`src/rtl/router_reg_p.sv`:
```
// Datapath register between the router FSM and the per-port output FIFOs: header capture,
// FIFO write bus, one-word staging on full, parity/length checks. Option: ROUTER_REG_STATS_EN.
module router_reg_p #(
  parameter  int unsigned DW     = 8,
  parameter  int unsigned ADDR_W = 2,
  localparam int unsigned LEN_W  = DW - ADDR_W
) (
  input  logic             i_clk,
  input  logic             i_rst,
  input  logic [DW-1:0]    i_data_in,
  input  logic             i_pkt_vld,
  input  logic             i_f_full,
  input  logic             i_detect_add,
  input  logic             i_lfd_state,
  input  logic             i_ld_state,
  input  logic             i_laf_state,
  input  logic             i_full_state,
  input  logic             i_rst_int_reg,
  output logic [DW-1:0]    o_dout,
  output logic             o_dout_vld,
  output logic             o_parity_done,
  output logic             o_low_pkt_vld,
  output logic             o_err,
  output logic             o_len_err,
`ifdef ROUTER_REG_STATS_EN
  output logic [15:0]      o_pkt_cnt,
  output logic [15:0]      o_err_cnt,
`endif
  output logic [LEN_W-1:0] o_pkt_len
);

  logic [DW-1:0]    r_dout, w_dout_d;
  logic             r_dout_vld, w_dout_vld_d;
  logic             r_parity_done, w_parity_done_d;
  logic             r_low_pkt_vld, w_low_pkt_vld_d;
  logic             r_err, w_err_d;
  logic             r_len_err, w_len_err_d;
  logic [LEN_W-1:0] r_pkt_len, w_pkt_len_d;
  logic [DW-1:0]    r_hdr, w_hdr_d;
  logic [DW-1:0]    r_ffb, w_ffb_d;
  logic             r_ffb_vld, w_ffb_vld_d;
  logic [DW-1:0]    r_cal_par, w_cal_par_d;
  logic [DW-1:0]    r_pkt_par, w_pkt_par_d;
  logic [LEN_W-1:0] r_byte_cnt, w_byte_cnt_d;
  logic             r_pd_prev;
  logic             w_pd_rise;

  // Errors are evaluated once, in the first cycle parity_done is seen high.
  assign w_pd_rise = r_parity_done & ~r_pd_prev;

  always_comb begin
    w_dout_d        = r_dout;
    w_dout_vld_d    = 1'b0;
    w_parity_done_d = r_parity_done;
    w_low_pkt_vld_d = r_low_pkt_vld;
    w_err_d         = r_err;
    w_len_err_d     = r_len_err;
    w_pkt_len_d     = r_pkt_len;
    w_hdr_d         = r_hdr;
    w_ffb_d         = r_ffb;
    w_ffb_vld_d     = r_ffb_vld;
    w_cal_par_d     = r_cal_par;
    w_pkt_par_d     = r_pkt_par;
    w_byte_cnt_d    = r_byte_cnt;

    if (i_detect_add) begin
      w_cal_par_d     = '0;
      w_ffb_d         = '0;
      w_ffb_vld_d     = 1'b0;
      w_pkt_par_d     = '0;
      w_byte_cnt_d    = '0;
      w_parity_done_d = 1'b0;
      w_err_d         = 1'b0;
      w_len_err_d     = 1'b0;
      if (i_pkt_vld) begin
        w_hdr_d     = i_data_in;
        w_pkt_len_d = i_data_in[DW-1:ADDR_W];
      end
    end else if (i_lfd_state) begin
      w_dout_d     = r_hdr;
      w_dout_vld_d = 1'b1;
      w_cal_par_d  = r_cal_par ^ r_hdr;
    end else if (i_ld_state) begin
      if (i_pkt_vld && !i_full_state) begin
        w_cal_par_d = r_cal_par ^ i_data_in;
        if (&r_byte_cnt) begin
          w_len_err_d = 1'b1;
        end else begin
          w_byte_cnt_d = r_byte_cnt + LEN_W'(1);
        end
        if (!i_f_full) begin
          w_dout_d     = i_data_in;
          w_dout_vld_d = 1'b1;
        end else begin
          // Park the word until the FIFO drains; laf_state replays it.
          w_ffb_d     = i_data_in;
          w_ffb_vld_d = 1'b1;
        end
      end else if (!i_pkt_vld) begin
        w_pkt_par_d     = i_data_in;
        w_low_pkt_vld_d = 1'b1;
        if (!i_f_full) begin
          w_parity_done_d = 1'b1;
        end
      end
    end else if (i_laf_state) begin
      w_dout_d     = r_ffb;
      w_dout_vld_d = r_ffb_vld;
      w_ffb_vld_d  = 1'b0;
      if (r_low_pkt_vld && !r_parity_done) begin
        w_parity_done_d = 1'b1;
      end
    end

    if (i_rst_int_reg) begin
      w_low_pkt_vld_d = 1'b0;
      if (!i_pkt_vld) begin
        w_cal_par_d = '0;
      end
    end

    if (!i_detect_add && w_pd_rise) begin
      w_err_d     = (r_cal_par != r_pkt_par);
      w_len_err_d = w_len_err_d | (r_byte_cnt != r_pkt_len);
    end
  end

  always_ff @(posedge i_clk) begin
    if (i_rst) begin
      r_dout        <= '0;
      r_dout_vld    <= 1'b0;
      r_parity_done <= 1'b0;
      r_low_pkt_vld <= 1'b0;
      r_err         <= 1'b0;
      r_len_err     <= 1'b0;
      r_pkt_len     <= '0;
      r_hdr         <= '0;
      r_ffb         <= '0;
      r_ffb_vld     <= 1'b0;
      r_cal_par     <= '0;
      r_pkt_par     <= '0;
      r_byte_cnt    <= '0;
      r_pd_prev     <= 1'b0;
    end else begin
      r_dout        <= w_dout_d;
      r_dout_vld    <= w_dout_vld_d;
      r_parity_done <= w_parity_done_d;
      r_low_pkt_vld <= w_low_pkt_vld_d;
      r_err         <= w_err_d;
      r_len_err     <= w_len_err_d;
      r_pkt_len     <= w_pkt_len_d;
      r_hdr         <= w_hdr_d;
      r_ffb         <= w_ffb_d;
      r_ffb_vld     <= w_ffb_vld_d;
      r_cal_par     <= w_cal_par_d;
      r_pkt_par     <= w_pkt_par_d;
      r_byte_cnt    <= w_byte_cnt_d;
      r_pd_prev     <= r_parity_done;
    end
  end

`ifdef ROUTER_REG_STATS_EN
  logic [15:0] r_pkt_cnt;
  logic [15:0] r_err_cnt;
  logic        w_err_new;

  // Both error flags are sticky per packet, so "either newly set" counts a packet once.
  assign w_err_new = (w_err_d | w_len_err_d) & ~(r_err | r_len_err);

  always_ff @(posedge i_clk) begin
    if (i_rst) begin
      r_pkt_cnt <= '0;
      r_err_cnt <= '0;
    end else begin
      if (w_pd_rise && (r_pkt_cnt != 16'hFFFF)) begin
        r_pkt_cnt <= r_pkt_cnt + 16'd1;
      end
      if (w_err_new && (r_err_cnt != 16'hFFFF)) begin
        r_err_cnt <= r_err_cnt + 16'd1;
      end
    end
  end

  assign o_pkt_cnt = r_pkt_cnt;
  assign o_err_cnt = r_err_cnt;
`endif

  assign o_dout        = r_dout;
  assign o_dout_vld    = r_dout_vld;
  assign o_parity_done = r_parity_done;
  assign o_low_pkt_vld = r_low_pkt_vld;
  assign o_err         = r_err;
  assign o_len_err     = r_len_err;
  assign o_pkt_len     = r_pkt_len;

endmodule
```
`config.mk`:
```
export PLATFORM = sky130hd
export DESIGN_NAME = router_reg_p
export DESIGN_NICKNAME = d
export VERILOG_FILES = /design/src/rtl/router_reg_p.sv
export SDC_FILE = /design/constraint.sdc
export NUM_CORES = 1
export LEC_CHECK = 0
export ABC_AREA = 1
export CORE_UTILIZATION = 45
export DETAILED_ROUTE_END_ITERATION = 10
export PLACE_DENSITY = 0.69
export SYNTH_ARGS = -nofsm -noshare
export SYNTH_HDL_FRONTEND = slang
export SYNTH_SLANG_ARGS = --single-unit
export TNS_END_PERCENT = 100
```
`constraint.sdc`:
```
create_clock -name i_clk -period 1.9 [get_ports i_clk]
set_input_delay 0.475 -clock i_clk [delete_from_list [all_inputs] [get_ports i_clk]]
set_output_delay 0.475 -clock i_clk [all_outputs]
set_load 0.02 [all_outputs]
```
# Word level (Yosys, flattened, before mapping)
# Index checks and enable logic that the tools add are counted.
[word_totals]
register_bits = 59
inputBits = 18
output_inout_bits = 19
elab_cells = 89
[classes]
addsub = 1
eq_ne = 9
muxes = 34
bitwise = 10
n_reduce_logical = 21
[op_table]
columns = ["op", "count"]
rows = [
  ["8-bit two-way mux", 11],
  ["1-bit two-way mux", 23],
  ["4-bit AND reduction", 5],
  ["8-bit bitwise XOR", 2],
  ["6-bit AND reduction", 2],
  ["2-bit inequality test, second input constant", 4],
  ["8-bit inequality test", 1],
  ["6-bit by 1-bit adder with 6-bit output, second input constant", 1],
  ["6-bit inequality test", 1],
  ["1-bit inverter", 6],
  ["2-bit nonzero test", 3],
  ["5-bit AND reduction", 1],
  ["2-bit OR reduction", 2],
  ["1-bit logical AND", 3],
  ["1-bit logical NOT", 3],
  ["3-bit by 2-bit inequality test with 1-bit output, second input constant", 1],
  ["3-bit inequality test, second input constant", 1],
  ["3-bit nonzero test", 1],
  ["2-bit by 1-bit inequality test with 1-bit output, second input constant", 1],
  ["2-bit AND reduction", 1],
  ["1-bit AND", 1],
  ["1-bit OR", 1],
]

# Longest topological paths before layout
# Gate-level depths: netlist of the first run.
[logic_depth]
word_depth = 8
ltp_mapped = 9
ltp_nobuf = 8

# Worst setup path before layout of the first run
# Ideal clock, no wire load.
[synth_path]
path_kind = "input-to-reg"
from = "input port i_ld_state"
to = "register r_ffb[4]"
setup_time_ps = 119
t_arrival_ps = 1230
required_time_ps = 1781
slack_ps = 551
stages = 8
n_path_buf = 1
path_cell_list = "buf_6 -> inv_4 -> nor2_8 -> nand2_4 -> nor2_8 -> inv_1 -> o21ai_0 -> a21oi_1"
[synth_between]
elab_chain_cells = 1
[synth_rtl]
columns = ["item", "line", "rtl"]
rows = [
  ["start, declared", "15", "input logic i_ld_state,"],
  ["4-bit AND reduction (no line)", "--", ""],
  ["end signal, assigned", "153", "r_ffb <= w_ffb_d;"],
  ["end, declared", "40", "logic [DW-1:0] r_ffb, w_ffb_d;"],
]
# Every way passes these cells.
# A chain may end at the register's enable or synchronous reset.

# Worst setup path in the final report of the first run
[layout_path]
from = "register r_pkt_len[1], in the netlist o_pkt_len[1]"
to = "output port o_pkt_len[1]"
[layout_lines]
columns = ["item", "line", "rtl"]
rows = [
  ["start, declared", "38", "logic [LEN_W-1:0] r_pkt_len, w_pkt_len_d;"],
  ["start signal, assigned", "151", "r_pkt_len <= w_pkt_len_d;"],
  ["end, declared", "29", "output logic [LEN_W-1:0] o_pkt_len"],
]
# No word-level cell between the ends.

==> metrics.yaml, run 1 <==
critPathKind: "reg -> out"
syn_inst: 358
synth-seq-area-share: 0.407
std_cell_rows: 27
synth_cell_types: 34
cts_num_sinks: 53
clkLatencyLatePin_ps: 300
layout-drive-gt1-share: 0.139
avgSynthCellArea_sq_um: 7.27
outcome: "finished, final reports clean"
stdcell_area_sq_um: 3300
grt_overflow: 0
synth_area_sq_um: 2600
grt_antenna_before_repair: 0
required_ps: 1420
place_area_sq_um: 3190
area_growth_pct: 26.9
htree_levels: 2
syn_nets: 377
setup_ws_ps: 80.4
start_util: 0.470
p_leak_nw: 1.35
root_buffer: "clkbuf_8"
core_sq_um: 5540
path_cells: "clkdlybuf4s50_1"
synth_seq_cells: 53
grt_pass1_wl_microns: 10500
total_power_mw: 2.34
fmax_mhz: 550
cts_tree: "built"
post_cts_resized: 0
clkSlewWorstSetupHoldPaths_ps: 90
skew_ps: 9.10
dieArea_sq_um: 6090
post_cts_buffers: 0
peakVddDrop_mv: 0.376
clk_path_buf_depth: 2
crit_arrival_ps: 1340
numCtsBuffers: 5
ys.flop_type: "dfxtp_1"
relSlewSlack: 0.711
endpoint_kind: "output pin"
pre_cts_ws_ps: -104
grtUsageTotal: 0.218
antennaDiodeCount: 0
drc: 0
synth_edf_count: 0
period_needed_ps: 1820
maxSlewViolCount: 0
die_w_microns: 78.1
critical_path.max_fanout: 4
grt_max_degree: 18
yosysWarnings: 0
p_per_area_nw_per_um2: 708
io_buffers: 36
wl_per_cell_microns: 12.6
start_kind: "flop"
max_stage_delay_ps: 630
cp_num_buf_inv: 1
ant_nets: 0
io_pins: 37
layout_worst_path_cycle_share: 0.958
cp_slowest_cell: "clkdlybuf4s50_1"
holdBufCountCts: 0
rsz0062_at_grt: "no"
synthArstFlopShare: 0
dr.pass1.iters: 4
drtIter0Drc: 170
cpLargestDelayFamily: "buffers and inverters"
cap_violations: 0
vias: 2386
gp_congestion: 0.928
die_y_microns: 78.1
finalSetupViolCount: 0
drt-vias-per-instance: 4.88
wl_microns: 6170
min_path_type: "reg -> reg"
final_net_count: 435
hpwlAfterDp_microns: 4910
grt_pass1_vias: 2276
finalHoldViolCount: 0
tightest_slew_ps: 433
## worst reg2reg max path, delay by kind of cell (launching register included)
family,cells,cell delay (ps)
compound gates,2,210
fa+ha+maj,1,210
flops,1,430
simple gates,3,490
## per-layer routing
layer / GRT usage / vias up / part of all wire
met5: 0 / - / 0
met4: 0.0759 / 0 / 0.019
met1: 0.298 / 1049 / 0.49
li1: - / 1268 / -
met2: 0.354 / 61 / 0.45
met3: 0.0291 / 8 / 0.048
## power by group
part           total [mW]  switching (mW)  internal, mW
sequential           1.17          0.0237          1.15
combinational       0.385           0.211         0.174
clock               0.785           0.355         0.430
total                2.34           0.590          1.75
## synthesized netlist by cell type, types with 3 or more instances
cell	instances	area, sq um
a211oi_2	4	50.1
a21oi_1	31	155
and2_1	4	25.0
buf_2	4	20.0
buf_4	6	45.0
buf_6	3	33.8
dfxtp_1	53	1060
inv_1	38	143
nand2_1	69	259
nand3_1	7	35.0
nor2_1	53	199
nor2_4	3	33.8
o211ai_1	9	67.6
o21ai_0	44	220
## through the flow
| step | std cells | TNS (ps) | hold WS (ps) | utilization |
|---|---|---|---|---|
| after global placement | 481 | -445 | 440 | 0.575 |
| after detailed placement | 481 | -1080 | 452 | 0.575 |
| after CTS | 489 | 0 | 466 | 0.596 |
| final | 489 | 0 | 465 | 0.596 |
| after floorplan | 358 | 0 | 423 | - |
| after global routing | 489 | 0 | 481 | 0.596 |
## cells by family after synthesis
logic type               share of synthesized area
AND/OR/NAND/NOR                              0.257
AO/OA/AOI/OAI                                0.208
buffers and inverters                        0.110
flip-flops                                   0.407
XOR/XNOR                                    0.0135
adder cells (fa/ha/maj)                    0.00480
## path summary, 6_finish.rpt
kind	start	to	slack [ps]	cells after the start
hold reg to reg	r_ffb[4]$_SDFFE_PP0P_	r_ffb[4]$_SDFFE_PP0P_	470	2
setup / recovery	o_pkt_len[1]$_SDFFE_PP0P_	o_pkt_len[1]	80	1
setup reg to reg	r_byte_cnt[0]$_SDFFE_PP0P_	r_byte_cnt[0]$_SDFFE_PP0P_	460	6
hold / removal	r_ffb[4]$_SDFFE_PP0P_	r_ffb[4]$_SDFFE_PP0P_	470	2
## area by class of cell
cell class / instances / area [sq um]
clock buffer: 7 / 86.3
clock inverter: 1 / 30.0
fill: 531 / 2240
inverter: 42 / 168
multi-input combinational: 248 / 1260
sequential: 53 / 1060
tap: 72 / 90.1
timing repair buffer: 66 / 611
## registers in the layout, summed over array words and instances, names as in the netlist
name and flops:
o_parity_done 1, r_hdr 2, o_err 1, o_pkt_len 6, o_dout 8, r_ffb 8, o_low_pkt_vld 1, o_dout_vld 1
r_byte_cnt 6, r_cal_par 8, r_ffb_vld 1, o_len_err 1, r_pd_prev 1, r_pkt_par 8
## cells in the final DEF, fill, tap and decap left out, types with 3 or more instances in the layout
cell type | Yosys | layout
clkbuf_8 | 0 | 6
nand3_1 | 7 | 7
nor2_4 | 3 | 3
a21oi_1 | 31 | 31
o211ai_1 | 9 | 9
o21ai_0 | 44 | 44
clkdlybuf4s50_1 | 0 | 36
a211oi_2 | 4 | 4
dfxtp_1 | 53 | 53
nand2_1 | 69 | 69
and2_1 | 4 | 4
buf_4 | 6 | 28
inv_1 | 38 | 38
nor2_1 | 53 | 53
Note: power is estimated with default switching activity, not from simulation.
==> run 2, diff against run 1 <==
Settings changed: CORE_UTILIZATION 45 to 49, PLACE_DENSITY 0.69 to 0.74.
==> run 2 against run 1 <==
  * First-iteration DRC count fell by 11%
  * Die area fell by 8.0%
  * Routed wire length rose by 0.13%
  * Largest power group unchanged
  * Highest routed layer unchanged
==> metrics.yaml, run 2 (synthesized netlist as in run 1, its figures left out) <==
outcome: "finished, final reports clean"
clkLatencyLatePin_ps: 310  # about the same
min_path_type: "reg -> reg"
finalSetupViolCount: 0  # unchanged
hpwlAfterDp_microns: 4890  # -0.47%
gp_congestion: 0.900  # -3.0%
numCtsBuffers: 5  # unchanged
io_pins: 37  # unchanged
grt_pass1_wl_microns: 9730  # -7.3%
rsz0062_at_grt: "no"
post_cts_buffers: 0  # unchanged
grt_max_degree: 18  # unchanged
io_buffers: 36  # unchanged
dp.cells: 475  # -1.2%
period_needed_ps: 1840  # +19.3 ps
drtIter0Drc: 152  # -11%
required_ps: 1420  # about the same
cap_violations: 0  # unchanged
grt_pass1_vias: 2033  # -11%
finalHoldViolCount: 0  # unchanged
final_net_count: 431  # -0.92%
vias: 2406  # +0.84%
total_power_mw: 2.36  # +0.66%
wl_per_cell_microns: 12.8  # +1.4%
grt_antenna_before_repair: 0  # unchanged
max_stage_delay_ps: 630  # about the same
endpoint_kind: "output pin"
layout_worst_path_cycle_share: 0.968  # +0.0101
root_buffer: "clkbuf_8"
cpLargestDelayFamily: "buffers and inverters"
place_area_sq_um: 3150  # -1.0%
skew_ps: 6.00  # -3.10 ps
cts_tree: "built"
peakVddDrop_mv: 0.522  # +39%
antennaDiodeCount: 0  # unchanged
dieArea_sq_um: 5610  # -8.0%
clk_path_buf_depth: 2  # unchanged
relSlewSlack: 0.728  # +0.0172
die_y_microns: 74.9  # -4.1%
std_cell_rows: 26  # -3.7%
wl_microns: 6180  # +0.13%
p_per_area_nw_per_um2: 719  # +1.5%
die_w_microns: 74.9  # -4.1%
grt_overflow: 0  # unchanged
area_growth_pct: 25.9
fmax_mhz: 544  # -1.0%
maxSlewViolCount: 0  # unchanged
cts_num_sinks: 53  # unchanged
cp_num_buf_inv: 1  # unchanged
final_common_cell: "nand2_1"
p_leak_nw: 1.34  # -0.61%
start_util: 0.510  # +0.0398
fillerInstances: 473  # -11%
htree_levels: 2  # unchanged
grtUsageTotal: 0.238  # +0.0195
start_kind: "flop"
core_sq_um: 5110  # -7.8%
final_cell_mix: "nand2_1, nor2_1, dfxtp_1, o21ai_0, inv_1"
layout-drive-gt1-share: 0.133  # -0.00592
critPathKind: "reg -> out"
dr.pass1.iters: 4  # unchanged
stdcell_area_sq_um: 3280  # -0.80%
cp_slowest_cell: "clkdlybuf4s50_1"
drc: 0  # unchanged
critical_path.max_fanout: 4  # unchanged
layoutNonFillerInstCount: 483  # -1.2%
ant_nets: 0  # unchanged
path_cells: "clkdlybuf4s50_1"
drt-vias-per-instance: 4.98  # +2.1%
tightest_slew_ps: 407  # -25.8 ps
crit_arrival_ps: 1360  # +20 ps
clkSlewWorstSetupHoldPaths_ps: 100  # about the same
==> run 2: power breakdown <==
group	switching [mW]	total (mW)	leakage, nW	internal (mW)
clock network	0.378	0.807	0.0574	0.429
registers	0.0249	1.17	0.431	1.15
logic	0.211	0.378	0.856	0.167
==> run 2: worst paths after layout <==
| path | startpoint | to | slack (ps) | cells past startpoint |
|---|---|---|---|---|
| max | o_pkt_len[3]$_SDFFE_PP0P_ | o_pkt_len[3] | 60 | 1 |
| min | r_ffb_vld$_SDFFE_PP0P_ | r_ffb_vld$_SDFFE_PP0P_ | 470 | 2 |
| max reg2reg | r_byte_cnt[0]$_SDFFE_PP0P_ | r_byte_cnt[0]$_SDFFE_PP0P_ | 520 | 6 |
| min reg2reg | r_ffb_vld$_SDFFE_PP0P_ | r_ffb_vld$_SDFFE_PP0P_ | 470 | 2 |
==> run 2: layout make-up <==
cell class	count	area, sq um	area share
multi-input cells	248	1260	0.384
flip-flops and latches	53	1060	0.324
clock buffers	6	82.6	0.0252
repair buffers	62	583	0.178
well taps	70	87.6	0.0267
inverters	42	168	0.0512
clock inverters	2	37.5	0.0115
==> run 2: per-stage QoR <==
stage | util | setup WS [ps] | hold WS, ps | setup TNS, ps
3_3_place_gp | 0.618 | -85.6 | 450 | -390
5_1_grt | 0.642 | 26.6 | 499 | 0
3_5_place_dp | 0.618 | -87.3 | 457 | -714
2_1_floorplan | - | 551 | 423 | 0
4_1_cts | 0.641 | 39.0 | 470 | 0
6_report | 0.642 | 61.2 | 468 | 0
==> run 2: per-layer routing <==
metal,wire [microns],vias to the layer above,global-route usage
li1,-,1265,-
met1,2930,1075,0.318
met2,2900,60,0.386
met3,228,6,0.0442
met4,112,0,0.0797
met5,0,-,0
==> run 2: worst min-delay path: stages (launching register included) <==
cell and delay, ps:
dfxtp_1 320, nand2_1 60, a21oi_1 50
==> run 2: repair_timing <==
| item | 4_1_cts | 5_1_grt |
|---|---|---|
| setup endpoints to repair | 0 | 1 |
| hold buffers | 0 | 0 |
| resized for setup | 0 | 1 |
